--- config.mk ---
export PLATFORM = sky130hd
export DESIGN_NAME = control_sequencer_flat
export DESIGN_NICKNAME = d
export VERILOG_FILES = /design/src/rtl/control_pkg.sv /design/src/rtl/control_sequencer_if.sv /design/src/rtl/control_decode.sv /design/src/rtl/control_sequencer.sv /design/src/flat_wrapper.sv
export SDC_FILE = /design/constraint.sdc
export NUM_CORES = 1
export LEC_CHECK = 0
export BUFFER_PORTS_ARGS = -buffer_cell sky130_fd_sc_hd__buf_2
export CORE_MARGIN = 2
export CORE_UTILIZATION = 43
export CTS_CLUSTER_DIAMETER = 40
export DETAILED_ROUTE_END_ITERATION = 7
export PLACE_DENSITY = 0.86
export SLEW_MARGIN = 20
export SYNTH_ARGS = -nofsm -noshare
export SYNTH_HDL_FRONTEND = slang
export SYNTH_SLANG_ARGS = --single-unit
--- constraint.sdc ---
create_clock -name clock -period 3.2 [get_ports clock]
set_clock_uncertainty 0.15 [all_clocks]
set_input_delay 0.48 -clock clock [delete_from_list [all_inputs] [get_ports clock]]
set_output_delay 0.48 -clock clock [all_outputs]
set_load 0.01 [all_outputs]
--- src/rtl/control_pkg.sv ---
// control_pkg: opcodes, state encoding, ctrl strobe indices and opcode classification
package control_pkg;
    localparam logic [4:0] OP_LD   = 5'b00000;
    localparam logic [4:0] OP_LDI  = 5'b00001;
    localparam logic [4:0] OP_ST   = 5'b00010;
    localparam logic [4:0] OP_ADD  = 5'b00011;
    localparam logic [4:0] OP_SUB  = 5'b00100;
    localparam logic [4:0] OP_AND  = 5'b00101;
    localparam logic [4:0] OP_OR   = 5'b00110;
    localparam logic [4:0] OP_ADDI = 5'b01100;
    localparam logic [4:0] OP_ANDI = 5'b01101;
    localparam logic [4:0] OP_ORI  = 5'b01110;
    localparam logic [4:0] OP_BR   = 5'b10010;
    localparam logic [4:0] OP_JR   = 5'b10100;
    localparam logic [4:0] OP_NOP  = 5'b11000;
    localparam logic [4:0] OP_HALT = 5'b11001;

    localparam int PC_OUT    = 0;
    localparam int MAR_IN    = 1;
    localparam int INC_PC    = 2;
    localparam int Z_IN      = 3;
    localparam int PC_IN     = 4;
    localparam int MDR_IN    = 5;
    localparam int IR_IN     = 6;
    localparam int MDR_OUT   = 7;
    localparam int GRA       = 8;
    localparam int GRB       = 9;
    localparam int GRC       = 10;
    localparam int R_IN      = 11;
    localparam int R_OUT     = 12;
    localparam int BA_OUT    = 13;
    localparam int Y_IN      = 14;
    localparam int C_OUT     = 15;
    localparam int ZLOW_OUT  = 16;
    localparam int RAM_READ  = 17;
    localparam int RAM_WRITE = 18;
    localparam int MD_READ   = 19;
    localparam int CON_IN    = 20;

    // T0..T7 are consecutive so the sequencer advances by increment
    typedef enum logic [3:0] {
        ST_RESET = 4'd0, ST_T0, ST_T1, ST_T2, ST_T3, ST_T4, ST_T5, ST_T6, ST_T7, ST_HALT
    } state_e;

    typedef enum logic [1:0] {NX_STEP, NX_END, NX_HALT} nxt_e;

    typedef enum logic [3:0] {
        K_R, K_I, K_LD, K_LDI, K_ST, K_BR, K_JR, K_NOP, K_HALT, K_BAD
    } kind_e;

    function automatic logic [20:0] m(input int i);
        return 21'(1) << i;
    endfunction

    function automatic kind_e kind_of(input logic [4:0] op);
        return (op inside {OP_ADD, OP_SUB, OP_AND, OP_OR}) ? K_R :
               (op inside {OP_ADDI, OP_ANDI, OP_ORI})     ? K_I :
               (op == OP_LD)   ? K_LD   :
               (op == OP_LDI)  ? K_LDI  :
               (op == OP_ST)   ? K_ST   :
               (op == OP_BR)   ? K_BR   :
               (op == OP_JR)   ? K_JR   :
               (op == OP_NOP)  ? K_NOP  :
               (op == OP_HALT) ? K_HALT : K_BAD;
    endfunction
endpackage

--- src/rtl/control_sequencer_if.sv ---
// control_sequencer_if: datapath <-> sequencer signals; master is the datapath side
interface control_sequencer_if;
    logic [31:0] ir;
    logic        con_ff;
    logic        stop;
    logic [20:0] ctrl;
    logic [4:0]  alu_op;
    logic        run;
    logic [3:0]  state_out;
    modport master (output ir, con_ff, stop, input ctrl, alu_op, run, state_out);
    modport slave  (input ir, con_ff, stop, output ctrl, alu_op, run, state_out);
endinterface

--- src/rtl/control_decode.sv ---
// control_decode: Moore strobe decode and next-state class from (state, opcode, con_ff)
module control_decode
    import control_pkg::*;
#(
    parameter bit HALT_ON_ILLEGAL = 1'b0
) (
    input  state_e      state_i,
    input  logic [4:0]  opcode_i,
    input  logic        con_ff_i,
    output logic [20:0] ctrl_o,
    output logic [4:0]  alu_op_o,
    output nxt_e        nxt_o
);
    kind_e k;

    assign k = (kind_of(opcode_i) == K_BAD) ? (HALT_ON_ILLEGAL ? K_HALT : K_NOP) : kind_of(opcode_i);

    always_comb begin
        ctrl_o   = '0;
        alu_op_o = '0;
        nxt_o    = NX_STEP;
        case (state_i)
            ST_T0: ctrl_o = m(PC_OUT) | m(MAR_IN) | m(INC_PC) | m(Z_IN);
            ST_T1: ctrl_o = m(ZLOW_OUT) | m(PC_IN) | m(RAM_READ) | m(MD_READ) | m(MDR_IN);
            ST_T2: begin
                ctrl_o = m(MDR_OUT) | m(IR_IN);
                nxt_o  = (k == K_HALT) ? NX_HALT : (k == K_NOP) ? NX_END : NX_STEP;
            end
            ST_T3: case (k)
                K_R, K_I:           ctrl_o = m(GRB) | m(R_OUT) | m(Y_IN);
                K_LD, K_LDI, K_ST:  ctrl_o = m(GRB) | m(BA_OUT) | m(Y_IN);
                K_BR:               ctrl_o = m(GRA) | m(R_OUT) | m(CON_IN);
                K_JR: begin
                    ctrl_o = m(GRA) | m(R_OUT) | m(PC_IN);
                    nxt_o  = NX_END;
                end
                default:            nxt_o = NX_END;
            endcase
            ST_T4: case (k)
                K_R: begin
                    ctrl_o   = m(GRC) | m(R_OUT) | m(Z_IN);
                    alu_op_o = opcode_i;
                end
                K_I: begin
                    ctrl_o   = m(C_OUT) | m(Z_IN);
                    alu_op_o = opcode_i;
                end
                K_LD, K_LDI, K_ST: begin
                    ctrl_o   = m(C_OUT) | m(Z_IN);
                    alu_op_o = OP_ADD;
                end
                K_BR:               ctrl_o = m(PC_OUT) | m(Y_IN);
                default:            nxt_o = NX_END;
            endcase
            ST_T5: case (k)
                K_R, K_I, K_LDI: begin
                    ctrl_o = m(ZLOW_OUT) | m(GRA) | m(R_IN);
                    nxt_o  = NX_END;
                end
                K_LD, K_ST:         ctrl_o = m(ZLOW_OUT) | m(MAR_IN);
                K_BR: begin
                    ctrl_o   = m(C_OUT) | m(Z_IN);
                    alu_op_o = OP_ADD;
                end
                default:            nxt_o = NX_END;
            endcase
            ST_T6: case (k)
                K_LD:               ctrl_o = m(RAM_READ) | m(MD_READ) | m(MDR_IN);
                K_ST:               ctrl_o = m(GRA) | m(R_OUT) | m(MDR_IN);
                K_BR: begin
                    ctrl_o = m(ZLOW_OUT) | (con_ff_i ? m(PC_IN) : '0);
                    nxt_o  = NX_END;
                end
                default:            nxt_o = NX_END;
            endcase
            ST_T7: begin
                ctrl_o = (k == K_LD) ? (m(MDR_OUT) | m(GRA) | m(R_IN)) :
                         (k == K_ST) ? m(RAM_WRITE) : '0;
                nxt_o  = NX_END;
            end
            default: ;
        endcase
    end
endmodule

--- src/rtl/control_sequencer.sv ---
// control_sequencer: instruction step sequencer; state register plus control_decode
module control_sequencer
    import control_pkg::*;
#(
    parameter bit HALT_ON_ILLEGAL = 1'b0
) (
    input logic                clock,
    input logic                clear,
    control_sequencer_if.slave bus
);
    state_e      state_q, state_d;
    nxt_e        nxt;
    logic [20:0] ctrl;
    logic [4:0]  alu_op;

    control_decode #(.HALT_ON_ILLEGAL(HALT_ON_ILLEGAL)) u_decode (
        .state_i  (state_q),
        .opcode_i (bus.ir[31:27]),
        .con_ff_i (bus.con_ff),
        .ctrl_o   (ctrl),
        .alu_op_o (alu_op),
        .nxt_o    (nxt)
    );

    // stop only matters at an instruction boundary, so in-flight steps always finish
    always_comb begin
        state_d = (state_q == ST_RESET) ? ST_T0 :
                  (state_q == ST_HALT)  ? ST_HALT :
                  (nxt == NX_HALT)      ? ST_HALT :
                  (nxt == NX_END)       ? (bus.stop ? ST_HALT : ST_T0) :
                  state_e'(state_q + 4'd1);
    end

    always_ff @(posedge clock or negedge clear) begin
        if (!clear) state_q <= ST_RESET;
        else        state_q <= state_d;
    end

    assign bus.ctrl      = ctrl;
    assign bus.alu_op    = alu_op;
    assign bus.run       = (state_q != ST_RESET) && (state_q != ST_HALT);
    assign bus.state_out = state_q;
endmodule

--- src/flat_wrapper.sv ---
// flat-port wrapper written by rule: the top's interface ports become plain ports
module control_sequencer_flat import control_pkg::*;
#(
    parameter bit HALT_ON_ILLEGAL = 1'b0
)
  (clock, clear, bus_ir, bus_con_ff, bus_stop, bus_ctrl, bus_alu_op, bus_run, bus_state_out);
  control_sequencer_if bus_i ();
  input logic clock;
  input logic clear;
  input wire logic [$bits(bus_i.ir)-1:0] bus_ir;
  input wire logic [$bits(bus_i.con_ff)-1:0] bus_con_ff;
  input wire logic [$bits(bus_i.stop)-1:0] bus_stop;
  output wire logic [$bits(bus_i.ctrl)-1:0] bus_ctrl;
  output wire logic [$bits(bus_i.alu_op)-1:0] bus_alu_op;
  output wire logic [$bits(bus_i.run)-1:0] bus_run;
  output wire logic [$bits(bus_i.state_out)-1:0] bus_state_out;
  assign bus_i.ir = bus_ir;
  assign bus_i.con_ff = bus_con_ff;
  assign bus_i.stop = bus_stop;
  assign bus_ctrl = bus_i.ctrl;
  assign bus_alu_op = bus_i.alu_op;
  assign bus_run = bus_i.run;
  assign bus_state_out = bus_i.state_out;
  control_sequencer #(.HALT_ON_ILLEGAL(HALT_ON_ILLEGAL)) u_core (.clock(clock), .clear(clear), .bus(bus_i));
endmodule
==> results of run 1 <==
area by class of cell:
class / instances / area, um^2
Clock buffer: 3 / 22.5
Fill cell: 204 / 865
Inverter: 6 / 22.5
Multi-Input combinational cell: 101 / 683
Sequential cell: 4 / 100
Tap cell: 27 / 33.8
Timing Repair Buffer: 41 / 215
cell usage after synthesis (all sizes together), types with 5 or more instances:
| cell type | instances |
|---|---|
| nor3 | 5 |
| nand3 | 7 |
| buf | 6 |
| inv | 6 |
| o21ai | 7 |
| nand2 | 9 |
| nand2b | 7 |
| nor2 | 7 |
| a21oi | 6 |
| nor2b | 5 |
| clkbuf | 6 |
through the flow:
step                hold slack, ns  worst slack, ns  area (um^2)
floorplan                   0.0344            0.871          868
global placement             0.134            0.736         1040
detailed placement           0.135            0.693         1040
CTS                          0.428            0.442         1080
global route                 0.444            0.251         1080
finish                       0.431            0.442         1080
timing repair:
item	CTS	global route
hold endpoints to repair	4	0
hold buffers	1	0
resized for setup	0	0
setup endpoints to repair	0	0
cell families (layout without fill, tap and decap cells):
kind of cell	after synthesis	in the layout	synth area share
AOI/OAI and AO/OA	34	34	0.303
muxes	2	2	0.0245
xor gates and xnor gates	3	3	0.0303
buffers and inverters	18	50	0.0980
and+or+nand+nor	57	57	0.367
DFF	4	4	0.115
other	1	1	0.00432
adders and majority gates	4	4	0.0576
path summary, 6_finish.rpt:
kind                                            to  slack [ns]  cells after the start
min in group clock         u_core.bus.state_out[0]        0.45                      1
setup reg to reg           u_core.bus.state_out[3]        1.09                      7
hold reg to reg            u_core.bus.state_out[0]        0.45                      1
max in group asynchronous  u_core.bus.state_out[1]        2.35                      2
setup / recovery                      bus_ctrl[12]        0.44                      6
hold / removal             u_core.bus.state_out[2]        0.43                      2
report_power, final:
| group | total [uW] | switching, uW | internal [uW] |
|---|---|---|---|
| clock | 58.2 | 16.6 | 41.7 |
| combinational | 449 | 257 | 192 |
| sequential | 118 | 44.5 | 73.2 |
placed cells by master (no fill, tap or decap), types with 2 or more instances in the layout:
master	synthesis	final
buf_2	2	38
nand2_1	9	9
nand3_1	7	7
nand2b_1	7	7
nor2_1	7	7
inv_1	6	6
o21ai_0	6	6
a21oi_1	6	6
nor2b_1	5	5
nor3_1	5	5
and3_1	4	4
ha_1	4	4
dfrtp_1	4	4
o31ai_1	3	3
nand4_1	3	3
clkbuf_4	0	3
and2_1	2	2
xnor2_1	2	2
and3b_1	2	2
a31oi_4	2	2
o22ai_1	2	2
a211oi_1	2	2
buf_4	2	2
per-layer routing:
metal | track usage | up-vias | wire length (um)
met5 | 0 | - | 0
met4 | 0.0571 | 0 | 4
met3 | 0.0307 | 2 | 182
met2 | 0.370 | 45 | 1280
met1 | 0.247 | 483 | 993
li1 | - | 518 | -
==> flow_summary.yaml, run 1 <==
clock_network:
  cts-htree-levels: 1
  clkTransAtPathRegs_ns: 0.04
  post-cts-setup-buffers: 0
  cts.sinks: 4
  clkLatencyLatePin_ns: 0.22
  cts_tree: "built"
  cts_buffers: 3
  clock_path_buffers: 2
  clockRootBuffer: "clkbuf_4"
synthesis:
  syn_nets: 163
  syn_avg_cell_area_um2: 7.06
  synthArstFlopShare: 1.00
  synthCells: 123
  synth-seq-cells: 4
  yosysSeqAreaShare: 0.115
  synth.area.top_cells: "dfrtp_1, ha_1, nand2b_1, a31oi_4, nand3_1"
  synth-edff-count: 0
  yosys_warnings: 0
  synth_largest_area_cell: "dfrtp_1"
  netlist_area_um2: 868
  ys_types: 48
  synth_top_cell_area_share: 0.115
  synth-main-ff-cell: "dfrtp_1"
cells_and_area:
  drive_above_1_share: 0.323
  syn_to_final_growth_pct: 24.1
  nNetsFinal: 197
  diodes: 0
  stdcell_count: 182
  utilization: 0.555
  largest_register_ffs: 4
place:
  dp_hpwl_mm: 1.94
  gp_congestion: 0.932
  io_buffers: 38
  place_inst: 178
die:
  core_um2: 1940
  rows: 16
  initial_utilization: 0.447
  ios: 67
  die_h_um: 48.9
  dieArea_um2: 2390
  die_w_um: 48.9
timing:
  min_period_over_period: 0.862
  rsz0062_at_grt: "no"
  slew_viol_final: 0
  setup_tns_ns: 0
  setup-violations-final: 0
  hold_viol: 0
  slew_headroom: 0.605
  worst_pin_slew_ns: 0.591
  period_needed_ns: 2.76
  fmax_mhz: 363
power_and_ir_drop:
  total_leakage_power_uw: 0.000544
  power_uw: 625
  ir_drop_v: 0.000419
  p_per_area_nw_per_um2: 580
global_route:
  grt_pass1_wl_mm: 4.02
  grt_usage: 0.204
  grt_overflow: 0
  grt_pass1_vias: 936
  grt_max_degree: 16
  antenna_found_initial: 0
detailed_routing:
  drc: 0
  via_per_inst: 5.76
  dr.first_iter.drc_count: 32
  via_count: 1048
  ant_nets: 0
  wl_per_cell_um: 13.5
  firstDrtPassIters: 4
  drt-total-wl_mm: 2.46
setup_path:
  startpoint: "u_core.bus.state_out[3]"
  crit_slowest_cell: "dfrtp_1"
  path_class: "reg2out"
  end_kind: "output port"
  path_delay_family: "simple AND/OR/NAND/NOR gates"
  critPathRequiredTime_ns: 2.57
  reg2reg_from: "u_core.bus.state_out[0]"
  crit_path_cell_trace: "nor2b_1, nand2_1, nor3_1, o211ai_1, o31ai_1, buf_2"
  path_buf_inv: 1
  crit_fanout: 14
  crit_arrival_ns: 2.13
  critical-path-max-stage-delay_ns: 0.52
  start_kind: "register"
min_path:
  hp-class: "in2async"
outcome:
  outcome: "completed"
job:
  maxCapViolations: 0
(Power assumes the default switching activity.)
==> run 2, diff against run 1 <==
--- a/config.mk
+++ b/config.mk
@@ -7,10 +7,10 @@
 export LEC_CHECK = 0
 export BUFFER_PORTS_ARGS = -buffer_cell sky130_fd_sc_hd__buf_2
 export CORE_MARGIN = 2
-export CORE_UTILIZATION = 43
+export CORE_UTILIZATION = 36
 export CTS_CLUSTER_DIAMETER = 40
 export DETAILED_ROUTE_END_ITERATION = 7
-export PLACE_DENSITY = 0.86
+export PLACE_DENSITY = 0.77
 export SLEW_MARGIN = 20
 export SYNTH_ARGS = -nofsm -noshare
 export SYNTH_HDL_FRONTEND = slang
==> constraint.sdc (replaced) <==
create_clock -name clock -period 2.4 [get_ports clock]
set_clock_uncertainty 0.15 [all_clocks]
set_input_delay 0.36 -clock clock [delete_from_list [all_inputs] [get_ports clock]]
set_output_delay 0.36 -clock clock [all_outputs]
set_load 0.01 [all_outputs]
==> run 2 against run 1 <==
  * Combinational power rose by 52%
  * Highest routed layer is now met3
  * Clock-buffer cell count did not move
  * Total power up 44%
  * Critical path type unchanged
==> flow_summary.yaml, run 2 (synthesis results as in run 1) <==
cells_and_area:
  multi_input_area_um2: 697
  largest_register_ffs: 4
  final_area_um2: 1130
  nNetsFinal: 202
  seq_area_um2: 101
  layout_common_cells: "buf_2, nand2_1"
  diodes: 0
  syn_to_final_growth_pct: 30.3
  fill_cells: 254
  final_common_cell: "buf_2"
  drive_above_1_share: 0.381
place:
  dp_hpwl_mm: 2.13
  io_buffers: 38
  gp_congestion: 0.881
  placed_cell_area_um2: 1080
  dp_slack_ns: 0.179
detailed_routing:
  firstDrtPassIters: 4
  drt-total-wl_mm: 2.72
  wl_per_cell_um: 14.5
  via_count: 1042
  via_per_inst: 5.54
  ant_nets: 0
  drc: 0
  dr.first_iter.drc_count: 22
die:
  die_w_um: 53.1
  core_um2: 2250
  dieArea_um2: 2820
  rows: 17
  ios: 67
  die_h_um: 53.1
  initial_utilization: 0.385
global_route:
  grt_pass1_wl_mm: 4.33
  grt_max_degree: 16
  grt_overflow: 0
  grt_pass1_vias: 991
  grt_usage: 0.202
  antenna_found_initial: 0
power_and_ir_drop:
  ir_drop_v: 0.000550
  total_leakage_power_uw: 0.000568
  p_per_area_nw_per_um2: 796
clock_network:
  clockRootBuffer: "clkbuf_4"
  cts_tree: "built"
  clock_path_buffers: 2
  cts_buffers: 3
  cts-htree-levels: 1
  clkTransAtPathRegs_ns: 0.04
  cts.sinks: 4
  clkLatencyLatePin_ns: 0.23
timing:
  setup-violations-final: 0
  setup_tns_ns: 0
  rsz0062_at_grt: "no"
  fmax_mhz: 432
  min_period_over_period: 0.964
  hold_viol: 0
  period_needed_ns: 2.31
  finalWorstSetupSlack_ns: 0.0861
  slew_viol_final: 0
setup_path:
  end_kind: "output port"
  start_kind: "register"
  crit_arrival_ns: 1.80
  path_delay_family: "simple AND/OR/NAND/NOR gates"
  crit_slowest_cell: "dfrtp_2"
  critical-path-max-stage-delay_ns: 0.44
  path_buf_inv: 2
  crit_path_cell_trace: "inv_1, ha_2, and3b_2, nand3_1, o21ai_1, nand2b_1, buf_2"
  crit_fanout: 7
  path_class: "reg2out"
  critPathRequiredTime_ns: 1.89
min_path:
  hp-class: "in2async"
outcome:
  outcome: "completed"
job:
  maxCapViolations: 0
[run 2: report_power, final]
group          leakage (uW)  internal [uW]  switching, uW
combinational      0.000507            299            383
sequential        0.0000473           99.6           35.9
clock             0.0000138           55.9           26.4
[run 2: worst register-to-register path, stage by stage, from the launching register on]
cell	delay, ns
dfrtp_1	0.44
inv_1	0.10
ha_1	0.21
buf_4	0.16
o221ai_1	0.26
o221ai_2	0.18
a31oi_4	0.22
mux2i_1	0.23
[run 2: worst paths after layout]
kind | from | endpoint | slack (ns) | depth (start not counted)
worst max-delay path | u_core.bus.state_out[0] | bus_ctrl[8] | 0.09 | 7
min in group clock | bus_stop | u_core.bus.state_out[3] | 0.35 | 3
worst min-delay path | clear | u_core.bus.state_out[1] | 0.31 | 2
max in group asynchronous | clear | u_core.bus.state_out[0] | 1.66 | 2
worst min register to register | u_core.bus.state_out[0] | u_core.bus.state_out[0] | 0.40 | 1
worst max register to register | u_core.bus.state_out[1] | u_core.bus.state_out[3] | 0.38 | 7
[run 2: timing repair]
action	in CTS	in global routing
buffers inserted	0	0
hold endpoints to repair	4	0
endpoints found under the setup margin	2	2
hold buffers	1	0
gates resized for setup	2	4
[run 2: per-layer routing]
metal,share of wire,GRT usage
met5,0,0
met4,0,0.0256
met3,0.049,0.0141
met2,0.53,0.394
met1,0.42,0.244
[run 2: cell type report]
cell class                      count  area share
Multi-Input combinational cell    101       0.616
Sequential cell                     4      0.0896
Timing Repair Buffer               46       0.223
Tap cell                           28      0.0310
Clock buffer                        3      0.0199
Inverter                            6      0.0199
[run 2: stage by stage]
stage	utilization	hold WS, ns	instances	total power [uW]
6_report	0.502	0.310	188	900
5_1_grt	0.502	0.319	188	983
4_1_cts	0.498	0.303	188	899
3_5_place_dp	0.481	0.0159	184	802
3_3_place_gp	0.481	0.0135	184	775
2_1_floorplan	-	-0.0856	123	564
==> run 3, diff against run 2 <==
--- a/config.mk
+++ b/config.mk
@@ -7,11 +7,12 @@
 export LEC_CHECK = 0
 export BUFFER_PORTS_ARGS = -buffer_cell sky130_fd_sc_hd__buf_2
 export CORE_MARGIN = 2
-export CORE_UTILIZATION = 36
+export CORE_UTILIZATION = 35
 export CTS_CLUSTER_DIAMETER = 40
 export DETAILED_ROUTE_END_ITERATION = 7
-export PLACE_DENSITY = 0.77
+export PLACE_DENSITY = 0.75
 export SLEW_MARGIN = 20
 export SYNTH_ARGS = -nofsm -noshare
 export SYNTH_HDL_FRONTEND = slang
 export SYNTH_SLANG_ARGS = --single-unit
+export TNS_END_PERCENT = 10
==> run 3 against run 2 <==
  * Sequential cell count did not move
  * Core utilization fell by 2.4 points
  * First-iteration DRC count fell by 4.5%
  * Maximum frequency rose by 2.1%
  * Largest power group unchanged
  * Design area rose by 1.8%
  * Critical path depth fell by 2
  * Combinational power rose by 5.0%
  * Highest routed layer is now met4
  * Sequential share of layout area fell by 0.26 points
  * Clock-buffer cell count did not move
  * Sequential power fell by 12%
  * Register-to-register slack improved by 0.04 ns
  * Die area rose by 2.7%
==> flow_summary.yaml, run 3 (synthesis results as in run 1) <==
outcome:
  outcome: "completed"
clock_network:
  cts-htree-levels: 1
  cts.sinks: 4
  clockRootBuffer: "clkbuf_4"
  clock_path_buffers: 2
  clkTransAtPathRegs_ns: 0.04
  cts_buffers: 3
  cts_tree: "built"
  post-cts-setup-buffers: 0
  clkLatencyLatePin_ns: 0.23
global_route:
  grt_pass1_wl_mm: 4.06
  grt_overflow: 0
  grt_max_degree: 16
  grt_usage: 0.191
  antenna_found_initial: 0
  grt_pass1_vias: 934
cells_and_area:
  seq_area_um2: 100
  nNetsFinal: 203
  layout_common_cells: "buf_2, nand2_1, buf_4"
  syn_to_final_growth_pct: 32.6
  fill_cells: 265
  largest_register_ffs: 4
  final_common_cell: "buf_2"
  diodes: 0
  multi_input_area_um2: 708
  drive_above_1_share: 0.391
setup_path:
  path_depth: 5
  path_delay_family: "flip-flops"
  end_kind: "output port"
  rr_worst_depth: 7
  critPathRequiredTime_ns: 1.89
  crit_fanout: 6
  path_class: "reg2out"
  path_buf_inv: 2
  crit_arrival_ns: 1.76
  crit_slowest_cell: "dfrtp_1"
  start_kind: "register"
  critical-path-max-stage-delay_ns: 0.43
  crit_path_cell_trace: "inv_1, ha_1, nand3_1, o41ai_2, buf_2"
detailed_routing:
  via_count: 1066
  drt-total-wl_mm: 2.66
  firstDrtPassIters: 5
  dr.first_iter.drc_count: 21
  via_per_inst: 5.58
  drc: 0
  wl_per_cell_um: 13.9
  ant_nets: 0
place:
  io_buffers: 38
  dp_hpwl_mm: 2.08
  gp_congestion: 0.865
  dp_slack_ns: 0.237
timing:
  period_needed_ns: 2.27
  fmax_mhz: 441
  timing.hold.ws_ns: 0.310
  setup_tns_ns: 0
  setup-violations-final: 0
  rsz0062_at_grt: "yes"
  slew_viol_final: 0
  finalWorstSetupSlack_ns: 0.134
  hold_viol: 0
  min_period_over_period: 0.944
die:
  core_um2: 2410
  die_h_um: 53.8
  rows: 18
  dieArea_um2: 2900
  ios: 67
  initial_utilization: 0.360
  die_w_um: 53.8
power_and_ir_drop:
  ir_drop_v: 0.000527
  p_per_area_nw_per_um2: 798
  total_leakage_power_uw: 0.000579
job:
  maxCapViolations: 0
min_path:
  hp-class: "in2async"
## run 3: changes by cell type in the layout (fill, tap and decap cells not counted), sizes merged
| cell | change |
|---|---|
| buf | +1 |
## run 3: metal layers
metal | share of wire | global-route usage | routed length (um)
met2 | 0.51 | 0.346 | 1360
met4 | 0.012 | 0.0684 | 33
met3 | 0.075 | 0.0306 | 200
met5 | 0 | 0 | 0
met1 | 0.40 | 0.223 | 1070
## run 3: power breakdown
part	internal [uW]	switching, uW
clock	55.9	27.3
combinational	311	405
sequential	98.0	20.7
## run 3: per-stage QoR
step,instance area [um^2],total power (uW),utilization,std cells
after floorplan,868,564,-,123
after global placement,1090,787,0.454,187
after detailed placement,1090,814,0.454,187
after CTS,1130,905,0.469,191
after global routing,1150,1010,0.478,191
final,1150,918,0.478,191
## run 3: area by class of cell
cell class / count / share of cell area
multi-input cells: 101 / 0.615
repair buffers: 47 / 0.226
flip-flops and latches: 4 / 0.0870
well taps: 30 / 0.0326
clock buffers: 3 / 0.0196
inverters: 6 / 0.0196
## run 3: timing repair
action	CTS	global route
endpoints found under the setup margin	1	8
resized for setup	1	6
hold buffers	1	0
hold endpoints to repair	4	0
pin swaps	0	0
## run 3: worst paths after layout
kind / start / endpoint / slack, ns
worst max register to register: u_core.bus.state_out[0] / u_core.bus.state_out[3] / 0.42
min in group clock: bus_stop / u_core.bus.state_out[3] / 0.34
max in group asynchronous: clear / u_core.bus.state_out[0] / 1.68
worst min-delay path: clear / u_core.bus.state_out[2] / 0.31
worst min register to register: u_core.bus.state_out[0] / u_core.bus.state_out[0] / 0.46
worst max-delay path: u_core.bus.state_out[1] / bus_ctrl[15] / 0.13
